$ cat src/rtl/ch_collect_if.sv
// Sweep/sample bus from the channel selector plus the write port into the sample FIFO.
// Optional CH_COLLECT_TAG_EN widens fifo_data by 3 bits to carry the channel index.
interface ch_collect_if #(
  parameter int WIDTH = 16
);
`ifdef CH_COLLECT_TAG_EN
  localparam int DW = WIDTH + 3;
`else
  localparam int DW = WIDTH;
`endif

  // Handshake: req_data/sel_in/sample form one beat per cycle with no ready; the
  // collector may only refuse via fifo_full sampled on the same edge. fifo_wr is a
  // one-cycle strobe per word; frame_start qualifies fifo_wr on channel 0.
  logic          req_data;
  logic [2:0]    sel_in;
  logic [WIDTH-1:0] sample;
  logic          fifo_full;
  logic          fifo_wr;
  logic [DW-1:0] fifo_data;
  logic          frame_start;

  modport master (
    output req_data, sel_in, sample, fifo_full,
    input  fifo_wr, fifo_data, frame_start
  );

  modport slave (
    input  req_data, sel_in, sample, fifo_full,
    output fifo_wr, fifo_data, frame_start
  );
endinterface

$ cat src/rtl/ch_collect.sv
// Collects one sample per channel of each selector sweep into the sample FIFO, keeping frames aligned.
// Optional CH_COLLECT_TAG_EN: fifo_data carries {sel_in, sample}.
module ch_collect #(
  parameter int WIDTH = 16,
  parameter int CNT_W = 16
) (
  input  logic             clk,
  input  logic             reset_n,
  input  logic [2:0]       channels,
  input  logic             err_clr,
  ch_collect_if.slave      bus,
  output logic             overrun,
  output logic             seq_err,
  output logic [CNT_W-1:0] frame_count,
  output logic [1:0]       dbg_state
);
`ifdef CH_COLLECT_TAG_EN
  localparam int DW = WIDTH + 3;
`else
  localparam int DW = WIDTH;
`endif

  typedef enum logic [1:0] {
    IDLE    = 2'd0,
    COLLECT = 2'd1,
    DROP    = 2'd2
  } state_t;

  state_t           state_q, state_d;
  logic [2:0]       exp_q, exp_d;
  logic             armed_q, armed_d;
  logic             wr_q, wr_d;
  logic             fs_q, fs_d;
  logic [DW-1:0]    data_q, data_d;
  logic             ovr_q, ovr_d;
  logic             seq_q, seq_d;
  logic [CNT_W-1:0] cnt_q, cnt_d;
  logic             start, ovr_set, seq_set, cnt_inc;
  logic [DW-1:0]    word;

`ifdef CH_COLLECT_TAG_EN
  assign word = {bus.sel_in, bus.sample};
`else
  assign word = bus.sample;
`endif

  always_comb begin
    state_d = state_q;
    exp_d   = exp_q;
    wr_d    = 1'b0;
    fs_d    = 1'b0;
    data_d  = data_q;
    start   = 1'b0;
    ovr_set = 1'b0;
    seq_set = 1'b0;
    cnt_inc = 1'b0;
    // A sweep already running when reset is released is ignored until req_data drops.
    armed_d = armed_q | ~bus.req_data;

    case (state_q)
      IDLE: begin
        if (armed_q && bus.req_data) begin
          if (bus.sel_in == 3'd0) begin
            start = 1'b1;
          end else begin
            seq_set = 1'b1;
            state_d = DROP;
          end
        end
      end
      COLLECT: begin
        if (!bus.req_data) begin
          seq_set = 1'b1;
          exp_d   = 3'd0;
          state_d = IDLE;
        end else if (bus.sel_in == exp_q) begin
          if (bus.fifo_full) begin
            ovr_set = 1'b1;
            exp_d   = 3'd0;
            state_d = DROP;
          end else begin
            wr_d   = 1'b1;
            data_d = word;
            if (exp_q == channels) begin
              cnt_inc = 1'b1;
              exp_d   = 3'd0;
              state_d = IDLE;
            end else begin
              exp_d = exp_q + 3'd1;
            end
          end
        end else if (bus.sel_in == 3'd0) begin
          seq_set = 1'b1;
          start   = 1'b1;
        end else begin
          seq_set = 1'b1;
          exp_d   = 3'd0;
          state_d = DROP;
        end
      end
      DROP: begin
        if (!bus.req_data) begin
          state_d = IDLE;
        end else if (bus.sel_in == 3'd0) begin
          seq_set = 1'b1;
          start   = 1'b1;
        end
      end
      default: begin
        exp_d   = 3'd0;
        state_d = IDLE;
      end
    endcase

    // Frame start shared by IDLE and by restarts out of COLLECT/DROP.
    if (start) begin
      exp_d = 3'd0;
      if (bus.fifo_full) begin
        ovr_set = 1'b1;
        state_d = DROP;
      end else begin
        wr_d   = 1'b1;
        fs_d   = 1'b1;
        data_d = word;
        if (channels == 3'd0) begin
          cnt_inc = 1'b1;
          state_d = IDLE;
        end else begin
          exp_d   = 3'd1;
          state_d = COLLECT;
        end
      end
    end

    ovr_d = ovr_set | (ovr_q & ~err_clr);
    seq_d = seq_set | (seq_q & ~err_clr);
    cnt_d = cnt_q + CNT_W'(cnt_inc);
  end

  always_ff @(posedge clk or negedge reset_n) begin
    if (!reset_n) begin
      state_q <= IDLE;
      exp_q   <= 3'd0;
      armed_q <= 1'b0;
      wr_q    <= 1'b0;
      fs_q    <= 1'b0;
      data_q  <= '0;
      ovr_q   <= 1'b0;
      seq_q   <= 1'b0;
      cnt_q   <= '0;
    end else begin
      state_q <= state_d;
      exp_q   <= exp_d;
      armed_q <= armed_d;
      wr_q    <= wr_d;
      fs_q    <= fs_d;
      data_q  <= data_d;
      ovr_q   <= ovr_d;
      seq_q   <= seq_d;
      cnt_q   <= cnt_d;
    end
  end

  assign bus.fifo_wr     = wr_q;
  assign bus.fifo_data   = data_q;
  assign bus.frame_start = fs_q;
  assign overrun         = ovr_q;
  assign seq_err         = seq_q;
  assign frame_count     = cnt_q;
  assign dbg_state       = state_q;
endmodule

$ cat src/flat_wrapper.sv
// flat-port wrapper written by rule: the top's interface ports become plain ports
module ch_collect_flat 
#(
  parameter int WIDTH = 16,
  parameter int CNT_W = 16
)
  (clk, reset_n, channels, err_clr, overrun, seq_err, frame_count, dbg_state, bus_req_data, bus_sel_in, bus_sample, bus_fifo_full, bus_fifo_wr, bus_fifo_data, bus_frame_start);
  ch_collect_if #(.WIDTH(WIDTH)) bus_i ();
  input  logic clk;
  input  logic reset_n;
  input  logic [2:0] channels;
  input  logic err_clr;
  output logic overrun;
  output logic seq_err;
  output logic [CNT_W-1:0] frame_count;
  output logic [1:0] dbg_state;
  input wire logic [$bits(bus_i.req_data)-1:0] bus_req_data;
  input wire logic [$bits(bus_i.sel_in)-1:0] bus_sel_in;
  input wire logic [$bits(bus_i.sample)-1:0] bus_sample;
  input wire logic [$bits(bus_i.fifo_full)-1:0] bus_fifo_full;
  output wire logic [$bits(bus_i.fifo_wr)-1:0] bus_fifo_wr;
  output wire logic [$bits(bus_i.fifo_data)-1:0] bus_fifo_data;
  output wire logic [$bits(bus_i.frame_start)-1:0] bus_frame_start;
  assign bus_i.req_data = bus_req_data;
  assign bus_i.sel_in = bus_sel_in;
  assign bus_i.sample = bus_sample;
  assign bus_i.fifo_full = bus_fifo_full;
  assign bus_fifo_wr = bus_i.fifo_wr;
  assign bus_fifo_data = bus_i.fifo_data;
  assign bus_frame_start = bus_i.frame_start;
  ch_collect #(.WIDTH(WIDTH), .CNT_W(CNT_W)) u_core (.clk(clk), .reset_n(reset_n), .channels(channels), .err_clr(err_clr), .bus(bus_i), .overrun(overrun), .seq_err(seq_err), .frame_count(frame_count), .dbg_state(dbg_state));
endmodule
$ cat config.mk
export PLATFORM = sky130hd
export DESIGN_NAME = ch_collect_flat
export DESIGN_NICKNAME = d
export VERILOG_FILES = /design/src/rtl/ch_collect_if.sv /design/src/rtl/ch_collect.sv /design/src/flat_wrapper.sv
export SDC_FILE = /design/constraint.sdc
export NUM_CORES = 1
export LEC_CHECK = 0
export ABC_CLOCK_PERIOD_IN_PS = 8400
export CAP_MARGIN = 20
export CORE_MARGIN = 4
export CORE_UTILIZATION = 53
export CTS_BUF_LIST = sky130_fd_sc_hd__clkbuf_8
export DETAILED_ROUTE_END_ITERATION = 10
export DONT_BUFFER_PORTS = 1
export HOLD_SLACK_MARGIN = 0.08
export PLACE_DENSITY = 0.68
export REMOVE_ABC_BUFFERS = 1
export SLEW_MARGIN = 20
export SYNTH_ARGS = -nofsm -noshare
export SYNTH_HDL_FRONTEND = slang
export SYNTH_SLANG_ARGS = --single-unit
$ cat constraint.sdc
create_clock -name clk -period 8.4 [get_ports clk]
set_input_delay 2.52 -clock clk [delete_from_list [all_inputs] [get_ports clk]]
set_output_delay 2.52 -clock clk [all_outputs]
set_load 0.02 [all_outputs]
* After elaboration in Yosys (flattened, before gate mapping) *
Index checks and enable logic that the tools add are counted.

word-level totals
  input port bits = 27
  bits in read-only memories = 0
  word-level logic and storage cells = 92
  memories kept = 0
  bits in writable memories = 0
  register bits = 42
  latch bits = 0

operators by class
  order comparisons = 0
  add/sub/neg operators = 2
  div/mod/pow operators = 0
  bitwise gates (word level) = 7
  reduce and logical (&&, ||, !) cells = 7
  multipliers = 0
  eq/ne operators = 9
  multiplexer cells = 58
  shifts and indexed selects = 0

operator list
  kind                   count
  $mux W16               6
  $mux W1                32
  $mux W3                7
  $mux W2                9
  $add A16 B1 Y16        1
  $eq A3 B3 Y1           2
  $logic_not A3 Y1       2
  $ne A6 B5 Y1 const B   1
  $pmux W1 S3            2
  $pmux W2 S3            1
  $pmux W3 S2            1
  $ne A5 B3 Y1 const B   1
  $add A3 B1 Y3 const B  1
  $ne A3 B1 Y1 const B   1
  $ne A3 B2 Y1 const B   1
  $or A1 B1 Y1           3
  $reduce_and A3 Y1      1
  $and A1 B1 Y1          2
  $eq A2 B1 Y1 const B   1
  $eq A2 B2 Y1 const B   1
  $logic_not A2 Y1       1
  $ne A2 B1 Y1 const B   1
  $not A1 Y1             2
  $reduce_and A2 Y1      1
  2 further kinds        2

* Longest topological paths before layout *
Gate-level depths: netlist of run 1.

  depth after elaboration = 10
  mapped depth = 12
  gate-level depth less buffers = 11

* Least setup slack after synthesis of run 1 *
OpenSTA, ideal clock, no wires.

  kind = in2reg
  start = input bus_sel_in[0]
  end = register u_core.cnt_q[15] (netlist: u_core.frame_count[15])
  setup time = 0.128 ns
  stages on the path = 11
  buffers on the path = 0
  slack = 3.260 ns
  arrival time = 5.012 ns
  data required time = 8.272 ns
  cells stage by stage = or3_4 nor4b_4 a21oi_2 or4_1 a21oi_1 ha_1 nand4_1 nor3_1 and3_1 nand2_1 xnor2_1

on the way
  longest elaborated chain between the ends = 8

RTL lines
  element                 RTL line            text
  start: declaration      flat_wrapper.sv:18  input wire logic [$bits(bus_i.sel_in)-1:0] bus_sel_in;
  $eq A3 B3 Y1            ch_collect.sv:76    end else if (bus.sel_in == exp_q) begin
  $mux W1                 ch_collect.sv:76
  $mux W1                 ch_collect.sv:72    if (!bus.req_data) begin
  $mux W1                 ch_collect.sv:60    case (state_q)
  $mux W1                 ch_collect.sv:125   if (channels == 3'd0) begin
  $mux W1                 ch_collect.sv:118   if (bus.fifo_full) begin
  $mux W1 *               ch_collect.sv:116   if (start) begin
  $add A16 B1 Y16 *       ch_collect.sv:137   cnt_d = cnt_q + CNT_W'(cnt_inc);
  net u_core.cnt_d[15]    ch_collect.sv:37    logic [CNT_W-1:0] cnt_q, cnt_d;
  end signal: assignment  ch_collect.sv:160   cnt_q <= cnt_d;
  end: declaration        ch_collect.sv:37

Mark *: on every way through the listed nets, which the timed path passes. The rest lies on a longest branch.
A chain may end at the register's enable or synchronous reset.

* Worst setup path after layout of run 1 *
Same ends and word-level chain as after synthesis.

==> results.sh, run 1 <==
export IMPL_status="completed"
export IMPL_ys_ff_latch=42
export IMPL_cts_buffers=5
export IMPL_ant_nets=0
export IMPL_fin_cells=202
export IMPL_maxSlewHeadroom_pct=47.9
export IMPL_drtPass1Iterations=4
export IMPL_startpoint_type="input port"
export IMPL_hp_class="reg -> reg"
export IMPL_wl_mm=3.45
export IMPL_synthArstFlopShare_pct=100
export IMPL_grt_pass1_wl_mm=5.61
export IMPL_die_area_mm2=0.00459
export IMPL_cts_sinks=42
export IMPL_io_pin_count=65
export IMPL_die_h_um=67.7
export IMPL_clock_latency_ps=280
export IMPL_fin_crit_sh_pct=61.0
export IMPL_areaGrowthSynthToFinish_pct=6.94
export IMPL_drc=0
export IMPL_antenna_found_initial=0
export IMPL_cts_tree="done"
export IMPL_synth_most_common_cell="dfrtp_1"
export IMPL_clockBufferDepth=2
export IMPL_path_clk_slew_ps=80
export IMPL_yosys_area_top_type_share_pct=55.6
export IMPL_rsz0062_at_grt="false"
export IMPL_synth_area_leaders="dfrtp_1, mux2_2, xnor2_1"
export IMPL_syn_area_mm2=0.00189
export IMPL_grt_ovfl_total=0
export IMPL_diodes=0
export IMPL_num_rows=21
export IMPL_synthesis_instances=152
export IMPL_grt_max_degree=43
export IMPL_fmax_mhz=195
export IMPL_skew_ps=6.79
export IMPL_yosys_area_top_type="dfrtp_1"
export IMPL_avgSynthCellArea_um2=12.4
export IMPL_hold_violations=0
export IMPL_cts_root_buf="clkbuf_8"
export IMPL_dp_final_hpwl_mm=2.64
export IMPL_maxCapViolations=0
export IMPL_crit_fanout=6
export IMPL_synth_main_ff_cell="dfrtp_1"
export IMPL_avgRoutedWirePerCell_um=17.1
export IMPL_yosys_cell_types_count=36
export IMPL_vias=1150
export IMPL_cp_end_kind="register"
export IMPL_critPathKind="in -> reg"
export IMPL_via_per_inst=5.69
export IMPL_cts_htree_levels=2
export IMPL_gp_congestion=0.863
export IMPL_drive_gt1_share_pct=15.4
export IMPL_drtIter0Drc=27
export IMPL_ir_drop_v=0.0000786
export IMPL_synth_commonest_cells="dfrtp_1, xnor2_1, mux2_2, nand2_1, nor2_1"
export IMPL_yosysSeqAreaShare_pct=55.6
export IMPL_grt_pass1_vias=1233
export IMPL_power_density_mw_per_mm2=229
export IMPL_ys_warn_count=0
export IMPL_critPathArrivalTime_ps=5290
export IMPL_cts_setup_buffers=0
export IMPL_required_ps=8560
export IMPL_final_max_slew_viol_count=0
export IMPL_leakagePower_nw=0.909
export IMPL_fin_setup_tns_ps=0
export IMPL_initial_core_util_pct=55.8
export IMPL_ctsResizeCount=0
export IMPL_post_route_util_pct=59.7
export IMPL_cts_hold_buf=0
export IMPL_synth_edf_count=0
export IMPL_port_buffer_count=0
export IMPL_die_w_um=67.7
export IMPL_finalCriticalPeriod_ps=5120
export IMPL_core_mm2=0.00339
export IMPL_placed_cells=195
export IMPL_grt_total_usage_pct=16.5
export IMPL_max_slew_worst_pin_slew_ps=781
export IMPL_setup_violations_final=0
export IMPL_fin_nets=186
==> worst paths after layout <==
path	from	to	slack (ps)	cells after the start
max in group asynchronous	reset_n	u_core.exp_q[2]$_DFFE_PN0P_	6390	0
worst max register to register	u_core.dbg_state[0]$_DFFE_PN0P_	u_core.frame_count[15]$_DFF_PN0_	5140	11
worst max-delay path	bus_sel_in[0]	u_core.frame_count[15]$_DFF_PN0_	3280	11
worst min register to register	u_core.armed_q$_DFF_PN0_	u_core.armed_q$_DFF_PN0_	520	1
worst min-delay path	u_core.armed_q$_DFF_PN0_	u_core.armed_q$_DFF_PN0_	520	1
min in group asynchronous	reset_n	u_core.bus.fifo_data[6]$_DFF_PN0_	1930	0
==> metrics by stage <==
stage / hold WS [ps] / worst slack [ps] / area (µm²) / power, W
global route: 556 / 2990 / 2020 / 0.000485
detailed placement: 493 / 2980 / 1910 / 0.000312
CTS: 514 / 3270 / 2020 / 0.000470
finish: 518 / 3280 / 2020 / 0.000463
floorplan: 473 / 3260 / 1850 / 0.000301
global placement: 502 / 3100 / 1910 / 0.000308
==> cells by family after synthesis <==
logic type / Yosys count / synth area share (%)
muxes: 17 / 10.1
buffers and inverters: 8 / 3.04
AOI/OAI and AO/OA: 15 / 5.56
adders and majority gates: 3 / 1.98
DFF: 42 / 55.6
xor gates and xnor gates: 21 / 9.72
and+or+nand+nor: 46 / 14.1
==> cells in the final DEF, fill, tap and decap left out, types with 4 or more instances in the layout <==
cell,count
xor2_1,8
nand3_1,4
mux2_1,4
clkbuf_8,6
nor2_1,9
xnor2_1,13
nand2_1,9
mux2_2,12
dfrtp_1,42
and3_1,4
inv_1,5
nor3_1,5
==> layer usage <==
layer	track usage, %	vias up	part of all wire [%]
li1	-	536	-
met1	18.8	567	37
met2	28.8	45	52
met3	4.83	2	9.9
met4	6.33	0	0.58
met5	0	-	0
==> area by class of cell <==
type,instances,area (µm²)
Clock buffer,6,82.6
Clock inverter,1,30.0
Fill cell,267,1370
Inverter,5,18.8
Multi-Input combinational cell,102,783
Sequential cell,42,1050
Tap cell,46,57.6
==> where the power goes <==
group          switching [W]  leakage (nW)  internal [W]
sequential         0.0000480         0.543      0.000226
combinational      0.0000117         0.308     0.0000210
clock              0.0000611        0.0573     0.0000950
total               0.000121         0.909      0.000342
==> critical path: stages <==
cell     delay [ps]
or3_4           410
nor4b_4         350
a21oi_2         110
or4_1           410
a21oi_1         210
ha_1            220
nand4_1         180
nor3_1          410
and3_1          260
nand2_1          70
xnor2_1         140
==> state kept, by name, indices dropped and copies added, names as in the netlist <==
signal	cells
u_core.overrun	1
u_core.bus.frame_start	1
u_core.frame_count	16
u_core.seq_err	1
u_core.bus.fifo_wr	1
u_core.exp_q	3
u_core.bus.fifo_data	16
u_core.armed_q	1
u_core.dbg_state	2
Note: power is estimated with default switching activity, not from simulation.
==> run 2: changes to the inputs <==
--- a/config.mk
+++ b/config.mk
@@ -5,7 +5,7 @@
 export SDC_FILE = /design/constraint.sdc
 export NUM_CORES = 1
 export LEC_CHECK = 0
-export ABC_CLOCK_PERIOD_IN_PS = 8400
+export ABC_CLOCK_PERIOD_IN_PS = 5350
 export CAP_MARGIN = 20
 export CORE_MARGIN = 4
 export CORE_UTILIZATION = 53
==> constraint.sdc (replaced) <==
create_clock -name clk -period 5.35 [get_ports clk]
set_input_delay 1.605 -clock clk [delete_from_list [all_inputs] [get_ports clk]]
set_output_delay 1.605 -clock clk [all_outputs]
set_load 0.02 [all_outputs]
==> results.sh, run 2 (same netlist as run 1, synthesis figures left out) <==
export IMPL_status="completed"
export IMPL_wl_mm=3.44
export IMPL_critPathArrivalTime_ps=4400
export IMPL_grt_total_usage_pct=16.7
export IMPL_finalCriticalPeriod_ps=4240
export IMPL_required_ps=5510
export IMPL_use_met1_pct=18.6
export IMPL_fin_crit_sh_pct=79.2
export IMPL_crit_fanout=6
export IMPL_drive_gt1_share_pct=15.3
export IMPL_fin_nets=186
export IMPL_gr_usage_met3_pct=4.83
export IMPL_startpoint_type="input port"
export IMPL_die_area_mm2=0.00459
export IMPL_port_buffer_count=0
export IMPL_fin_cells=203
export IMPL_cp_end_kind="register"
export IMPL_antenna_found_initial=0
export IMPL_dp_slack_ps=843
export IMPL_vias=1140
export IMPL_cts_buffers=5
export IMPL_skew_ps=5.10
export IMPL_gp_congestion=0.863
export IMPL_ir_drop_v=0.000185
export IMPL_placed_cells=195
export IMPL_final_max_slew_viol_count=0
export IMPL_post_route_util_pct=59.1
export IMPL_hp_class="reg -> reg"
export IMPL_clock_latency_ps=280
export IMPL_maxCapViolations=0
export IMPL_io_pin_count=65
export IMPL_cts_tree="done"
export IMPL_path_clk_slew_ps=70
export IMPL_drc=0
export IMPL_grt_pass1_vias=1236
export IMPL_power_density_mw_per_mm2=341
export IMPL_fmax_mhz=236
export IMPL_num_rows=21
export IMPL_areaGrowthSynthToFinish_pct=5.82
export IMPL_final_common_cell="dfrtp_1"
export IMPL_setup_violations_final=0
export IMPL_core_mm2=0.00339
export IMPL_cts_hold_buf=0
export IMPL_top_usage_layer="met2"
export IMPL_grtUsageMet2_pct=28.8
export IMPL_cts_sinks=42
export IMPL_dpl_cell_area_mm2=0.00191
export IMPL_cts_setup_buffers=0
export IMPL_ctsResizeCount=0
export IMPL_maxSlewHeadroom_pct=47.6
export IMPL_critPathKind="in -> reg"
export IMPL_dp_final_hpwl_mm=2.64
export IMPL_grt_pass1_wl_mm=5.60
export IMPL_via_per_inst=5.62
export IMPL_ant_nets=0
export IMPL_die_h_um=67.7
export IMPL_clockBufferDepth=2
export IMPL_fin_setup_tns_ps=0
export IMPL_diodes=0
export IMPL_design_area_mm2=0.00200
export IMPL_cts_htree_levels=2
export IMPL_max_slew_worst_pin_slew_ps=785
export IMPL_final_cell_mix="dfrtp_1, xnor2_1, mux2_2, nor2_1, nand2_1"
export IMPL_setup_slack_ps=1110
export IMPL_leakagePower_nw=0.904
export IMPL_cts_root_buf="clkbuf_8"
export IMPL_avgRoutedWirePerCell_um=16.9
export IMPL_rsz0062_at_grt="false"
export IMPL_drtIter0Drc=19
export IMPL_grt_max_degree=43
export IMPL_hold_violations=0
export IMPL_drtPass1Iterations=3
export IMPL_grt_ovfl_total=0
export IMPL_initial_core_util_pct=55.8
export IMPL_die_w_um=67.7
## run 2: cell types whose count changed in the layout (fill, tap and decap cells not counted), sizes merged
cell,delta
bufinv,-1
clkinv,+1
inv,+1
## run 2: final cells by class
cell class              instances  area, µm²
fillers                       287       1390
flip-flops and latches         42       1050
multi-input cells             102        783
clock buffers                   6       82.6
well taps                      46       57.6
inverters                       5       18.8
clock inverters                 2       8.76
## run 2: worst max-delay path, cell delays in order
cell	delay [ps]
or3_4	410
nor4b_4	350
a21oi_2	110
or4_1	410
a21oi_1	210
ha_1	220
nand4_1	180
nor3_1	420
and3_1	260
nand2_1	70
xnor2_1	140
## run 2: path summary, 6_finish.rpt
kind                                                 start                                end  slack [ps]  cells after the start
min in group asynchronous                          reset_n  u_core.bus.fifo_data[6]$_DFF_PN0_        1010                      0
hold reg to reg                   u_core.armed_q$_DFF_PN0_           u_core.armed_q$_DFF_PN0_         520                      1
setup / recovery                             bus_sel_in[0]   u_core.frame_count[15]$_DFF_PN0_        1110                     11
hold / removal                    u_core.armed_q$_DFF_PN0_           u_core.armed_q$_DFF_PN0_         520                      1
setup reg to reg           u_core.dbg_state[0]$_DFFE_PN0P_   u_core.frame_count[15]$_DFF_PN0_        2080                     11
max in group asynchronous                          reset_n        u_core.exp_q[0]$_DFFE_PN0P_        4260                      0
## run 2: per-stage QoR
stage          hold slack (ps)  total power (W)
2_1_floorplan              473         0.000472
3_3_place_gp               502         0.000484
3_5_place_dp               493         0.000490
4_1_cts                    514         0.000693
5_1_grt                    571         0.000715
6_report                   524         0.000682
## run 2: power breakdown
| group | internal [W] | total, W | switching (W) |
|---|---|---|---|
| sequential | 0.000355 | 0.000430 | 0.0000751 |
| clock | 0.000102 | 0.000201 | 0.0000989 |
| combinational | 0.0000330 | 0.0000512 | 0.0000182 |
| total | 0.000490 | 0.000682 | 0.000192 |
## run 2: per-layer routing
metal | up-vias | part of all wire, %
li1 | 536 | -
met1 | 558 | 39
met2 | 41 | 51
met5 | - | 0
met3 | 5 | 8.5
met4 | 0 | 1.5
